### config.mk
export PLATFORM = sky130hd
export DESIGN_NAME = controlador_tabuleiro
export DESIGN_NICKNAME = d
export VERILOG_FILES = /design/src/rtl/controlador_tabuleiro.sv
export SDC_FILE = /design/constraint.sdc
export NUM_CORES = 1
export LEC_CHECK = 0
export ABC_AREA = 1
export BUFFER_PORTS_ARGS = -buffer_cell sky130_fd_sc_hd__clkbuf_2
export CAP_MARGIN = 10
export CORE_UTILIZATION = 39
export DETAILED_ROUTE_END_ITERATION = 8
export GPL_TIMING_DRIVEN = 0
export SETUP_SLACK_MARGIN = 0.15
export SLEW_MARGIN = 10
export SYNTH_ARGS = -nofsm -noshare
export SYNTH_HDL_FRONTEND = slang
export SYNTH_SLANG_ARGS = --single-unit
### constraint.sdc
create_clock -name clk -period 2.6 [get_ports clk]
set_clock_uncertainty 0.15 [all_clocks]
set_input_delay 0.13 -clock clk [delete_from_list [all_inputs] [get_ports clk]]
set_output_delay 0.13 -clock clk [all_outputs]
set_load 0.02 [all_outputs]
### src/rtl/controlador_tabuleiro.sv
// Board-memory sequencer for piece placement: expands a piece into cells, bounds-checks,
// reads every cell for occupancy and writes the piece only when all cells are free.
module controlador_tabuleiro #(
  parameter int unsigned COORD_W   = 3,
  parameter int unsigned MAX_CELLS = 5
) (
  input  logic                 clk,
  input  logic                 reset,
  input  logic                 valida,
  input  logic                 jogador,
  input  logic [2:0]           tipo,
  input  logic                 direcao,
  input  logic [COORD_W-1:0]   X1,
  input  logic [COORD_W-1:0]   Y1,
  input  logic                 mem_rd_data,
  output logic [2*COORD_W:0]   mem_addr,
  output logic                 mem_we,
  output logic                 busy,
  output logic                 done,
  output logic                 conflito
);

  localparam int unsigned CW    = COORD_W + 1;
  localparam int unsigned CNT_W = $clog2(MAX_CELLS + 1);
  localparam logic [CW-1:0] LIM = CW'((1 << COORD_W) - 1);

  typedef enum logic [2:0] {
    S_IDLE, S_BOUNDS, S_CHECK, S_WAIT, S_WRITE, S_DONE
  } state_t;

  state_t              r_state;
  logic                r_jog;
  logic [2:0]          r_tipo;
  logic                r_dir;
  logic [COORD_W-1:0]  r_x;
  logic [COORD_W-1:0]  r_y;
  logic [CNT_W-1:0]    r_cnt;
  logic                r_pend;
  logic                r_hit;

  logic [CNT_W-1:0]    w_len;
  logic [CW-1:0]       w_dx;
  logic [CW-1:0]       w_dy;
  logic [CW-1:0]       w_cx;
  logic [CW-1:0]       w_cy;
  logic [2*COORD_W:0]  w_addr;
  logic                w_cur_oob;
  logic                w_oob;
  logic                w_bad;

  // Offset of cell k from the anchor; hidroaviao is the only non-linear shape.
  function automatic logic [2*CW-1:0] cell_offset(input logic [2:0] t, input logic d,
                                                  input logic [CNT_W-1:0] k);
    logic [CW-1:0] dx;
    logic [CW-1:0] dy;
    dx = '0;
    dy = '0;
    if (t == 3'd2) begin
      if (k == CNT_W'(1)) begin
        dx = CW'(1);
        dy = CW'(1);
      end else if (k == CNT_W'(2)) begin
        if (d) dy = CW'(2);
        else   dx = CW'(2);
      end
    end else if (d) begin
      dy = CW'(k);
    end else begin
      dx = CW'(k);
    end
    return {dx, dy};
  endfunction

  assign w_len             = CNT_W'(r_tipo) + CNT_W'(1);
  assign {w_dx, w_dy}      = cell_offset(r_tipo, r_dir, r_cnt);
  assign w_cx              = CW'(r_x) + w_dx;
  assign w_cy              = CW'(r_y) + w_dy;
  assign w_cur_oob         = w_cx[CW-1] | w_cy[CW-1];
  assign w_addr            = {r_jog, w_cy[COORD_W-1:0], w_cx[COORD_W-1:0]};
  assign w_bad             = w_oob | (r_tipo > 3'd4);

  // Any cell of the piece beyond the board edge; offsets carry one extra bit so nothing wraps.
  always_comb begin : p_bounds
    logic [CW-1:0] bdx;
    logic [CW-1:0] bdy;
    w_oob = 1'b0;
    for (int k = 0; k < int'(MAX_CELLS); k++) begin
      {bdx, bdy} = cell_offset(r_tipo, r_dir, CNT_W'(k));
      if ((CNT_W'(k) < w_len) &&
          (((CW'(r_x) + bdx) > LIM) || ((CW'(r_y) + bdy) > LIM)))
        w_oob = 1'b1;
    end
  end

  always_ff @(posedge clk) begin
    if (reset) begin
      r_state  <= S_IDLE;
      r_jog    <= 1'b0;
      r_tipo   <= '0;
      r_dir    <= 1'b0;
      r_x      <= '0;
      r_y      <= '0;
      r_cnt    <= '0;
      r_pend   <= 1'b0;
      r_hit    <= 1'b0;
      mem_addr <= '0;
      mem_we   <= 1'b0;
      busy     <= 1'b0;
      done     <= 1'b0;
      conflito <= 1'b0;
    end else begin
      case (r_state)
        S_IDLE: begin
          if (valida) begin
            r_jog    <= jogador;
            r_tipo   <= tipo;
            r_dir    <= direcao;
            r_x      <= X1;
            r_y      <= Y1;
            r_cnt    <= '0;
            busy     <= 1'b1;
            conflito <= 1'b0;
            r_state  <= S_BOUNDS;
          end
        end
        S_BOUNDS: begin
          if (w_bad) begin
            conflito <= 1'b1;
            done     <= 1'b1;
            r_state  <= S_DONE;
          end else begin
            mem_addr <= w_addr;
            r_cnt    <= CNT_W'(1);
            r_hit    <= w_cur_oob;
            r_pend   <= 1'b0;
            r_state  <= S_CHECK;
          end
        end
        S_CHECK: begin
          // Read data lags the address by one cycle, so the first CHECK cycle has nothing to merge.
          r_hit  <= r_hit | (r_pend & mem_rd_data);
          r_pend <= 1'b1;
          if (r_cnt < w_len) begin
            mem_addr <= w_addr;
            r_cnt    <= r_cnt + CNT_W'(1);
          end else begin
            r_cnt   <= '0;
            r_state <= S_WAIT;
          end
        end
        S_WAIT: begin
          if (r_hit | mem_rd_data) begin
            conflito <= 1'b1;
            done     <= 1'b1;
            r_state  <= S_DONE;
          end else begin
            mem_addr <= w_addr;
            mem_we   <= 1'b1;
            r_cnt    <= CNT_W'(1);
            r_state  <= S_WRITE;
          end
        end
        S_WRITE: begin
          if (r_cnt < w_len) begin
            mem_addr <= w_addr;
            r_cnt    <= r_cnt + CNT_W'(1);
          end else begin
            mem_we   <= 1'b0;
            done     <= 1'b1;
            conflito <= 1'b0;
            r_state  <= S_DONE;
          end
        end
        S_DONE: begin
          done    <= 1'b0;
          busy    <= 1'b0;
          r_state <= S_IDLE;
        end
        default: r_state <= S_IDLE;
      endcase
    end
  end

endmodule
==> results.sh <==
export IMPL_status="finished clean"
export IMPL_final_nets=350
export IMPL_fin_crit_ps=2298
export IMPL_synthTopCellsByCount="nand2_1, inv_1, nor2_1, dfxtp_1, a21oi_1"
export IMPL_ctsRootBufferMaster="clkbuf_8"
export IMPL_grt_pass1_vias=1626
export IMPL_yosysMostFrequentCell="nand2_1"
export IMPL_pre_cts_slack_ps=236.1
export IMPL_critPathMaxFanout=4
export IMPL_power_density_mw_per_mm2=1142
export IMPL_synth_compound_area_frac=0.1572
export IMPL_antenna_found_initial=0
export IMPL_fmax_mhz=435.1
export IMPL_cts_buffers=5
export IMPL_synthCells=275
export IMPL_drive_gt1_frac=0.1906
export IMPL_path_buf_inv=2
export IMPL_routedWlPerCell_um=11.61
export IMPL_yosys_area_share_simple=0.2862
export IMPL_arrival_ps=2330
export IMPL_crit_slowest_cell="fa_1"
export IMPL_yosysWarnings=0
export IMPL_synth_top_family_by_area="simple AND/OR/NAND/NOR gates"
export IMPL_cts_tree="done"
export IMPL_die_w_um=71.99
export IMPL_htreeDepth=2
export IMPL_worstSetupPathType="reg2reg"
export IMPL_finalPower_mw=2.714
export IMPL_die_h_um=71.99
export IMPL_fin_util=0.5030
export IMPL_leakage_nw=1.137
export IMPL_maxSlewViolCount=0
export IMPL_crit_path_end_kind="register"
export IMPL_grt_pass1_wl_mm=7.396
export IMPL_synth_xor_area_frac=0.01375
export IMPL_ant_nets=0
export IMPL_place_gp_congestion=0.7840
export IMPL_crit_chain="inv_1, ha_1, nand3_1, nand2_1, inv_1, ha_1, fa_1, xnor2_1, nand4_1, nand2_1, nor2_1"
export IMPL_start_util=0.4045
export IMPL_syn_avg_cell_area_um2=6.948
export IMPL_critical_path_startpoint_type="register"
export IMPL_diodes=0
export IMPL_dp_hpwl_mm=3.217
export IMPL_yosys_mux_area_fraction=0
export IMPL_maxCapViolations=0
export IMPL_die_area_mm2=0.005183
export IMPL_core_area_mm2=0.004723
export IMPL_first_pass_iters=4
export IMPL_synthArstFlopShare=0
export IMPL_worst_ep_required_time_ps=2630
export IMPL_vias=1821
export IMPL_clockBufferDepth=2
export IMPL_fin_hold_ws_ps=35.40
export IMPL_synth_yosys_seq_area_share=0.3143
export IMPL_vias_per_cell=4.705
export IMPL_synth_nets=306
export IMPL_synth_top_area_frac=0.3143
export IMPL_routed_wl_mm=4.494
export IMPL_fp_row_count=25
export IMPL_synthAdderAreaFrac=0.1126
export IMPL_synth_area_leader_cell="dfxtp_1"
export IMPL_clk_latency_ps=290
export IMPL_hold_violations=0
export IMPL_remaining_drc_errors=0
export IMPL_synth_seq_cells=30
export IMPL_synth_edf_count=0
export IMPL_grt_overflow=0
export IMPL_synth_area_mm2=0.001911
export IMPL_worstMarginPinSlew_ps=546.8
export IMPL_grt_max_degree=11
export IMPL_cts_sinks=30
export IMPL_track_usage=0.1848
export IMPL_synth_ff_type="dfxtp_1"
export IMPL_relSlewSlack=0.6354
export IMPL_area_growth_pct=24.36
export IMPL_ir_drop_uv=466.2
export IMPL_numPortBuffers=24
export IMPL_synth_distinct_cells=32
export IMPL_worst_slack_ps=301.7
export IMPL_rsz0062_at_grt="no"
export IMPL_max_stage_delay_ps=380
export IMPL_drtIter0Drc=57
export IMPL_hp_class="in2reg"
export IMPL_tns_ps=0
export IMPL_period_share=0.8840
export IMPL_synth_area_leaders="dfxtp_1, nand2_1, ha_1"
export IMPL_crit_family="adder cells"
export IMPL_io_pins=26
export IMPL_clkSlewWorstSetupHoldPaths_ps=70
export IMPL_fill_cells=486
export IMPL_setup_violations=0
-- layout make-up --
cell class / count / area [µm²] / share of cell area
Sequential cell: 30 / 603.1 / 0.2538
Clock buffer: 6 / 82.58 / 0.03476
Inverter: 49 / 183.9 / 0.07741
Buffer: 6 / 37.54 / 0.01580
Tap cell: 67 / 83.83 / 0.03528
Clock inverter: 2 / 12.51 / 0.005266
Timing Repair Buffer: 37 / 245.2 / 0.1032
Multi-Input combinational cell: 190 / 1127 / 0.4745
-- worst reg2reg max path, delay by kind of cell, from the launching register on --
kind                       cells  cell delay [ps]
and+or+nand+nor                5              560
adders and majority gates      3              820
buffers and inverters          2              180
DFF                            1              340
xor gates and xnor gates       1              160
-- cells by family after synthesis --
logic type      Yosys count
compound gates           51
xor+xnor                  3
fa+ha+maj                16
buf+inv                  55
flops                    30
simple gates            120
-- power breakdown --
part           switching [mW]  internal (mW)
Sequential              0.153          0.638
Combinational           0.945          0.574
Clock                   0.190          0.213
-- metrics by stage --
stage          cell area (µm²)  cells
2_1_floorplan             1911    275
4_1_cts                   2320    385
3_5_place_dp              2115    366
3_3_place_gp              2115    366
6_report                  2376    387
5_1_grt                   2376    387
-- timing repair --
item,in CTS,in global routing
hold buffers,11,0
setup buffers,0,2
setup endpoints to repair,0,11
endpoints found under the hold margin,11,0
gates resized for setup,0,9
-- per-layer routing --
layer | vias to the layer above | GRT usage | share of wire
met5 | - | 0 | 0
met4 | 0 | 0.06318 | 0.018
met3 | 8 | 0.04167 | 0.035
met2 | 40 | 0.3019 | 0.45
met1 | 807 | 0.2414 | 0.49
li1 | 966 | - | -
-- layout by cell type, fill, tap and decap left out, types with 5 or more instances in the layout --
master and instances:
ha_1 13, nand2_1 52, dfxtp_1 28, nand4_1 9, o21ai_0 19, dlygate4sd3_1 11, a21oi_1 22, nor2_1 32
nand3_1 13, clkbuf_8 6, nand2_2 5, clkbuf_2 24, inv_1 46
-- path summary, 6_finish.rpt --
check | start | end | slack (ps) | cells past startpoint
setup / recovery | r_tipo[0] | mem_addr[5] | 300 | 11
hold / removal | reset | r_cnt[1] | 40 | 2
setup reg to reg | r_tipo[0] | mem_addr[5] | 300 | 11
hold reg to reg | done | done | 310 | 2
-- state kept, by name, summed over array words and instances, names as in the netlist --
name / cells
busy: 1
conflito: 1
done: 1
mem_addr: 7
mem_we: 1
r_cnt: 3
r_dir: 1
r_hit: 1
r_jog: 1
r_pend: 1
r_state: 3
r_tipo: 3
r_x: 3
r_y: 3
Note: power is estimated with default switching activity, not from simulation.
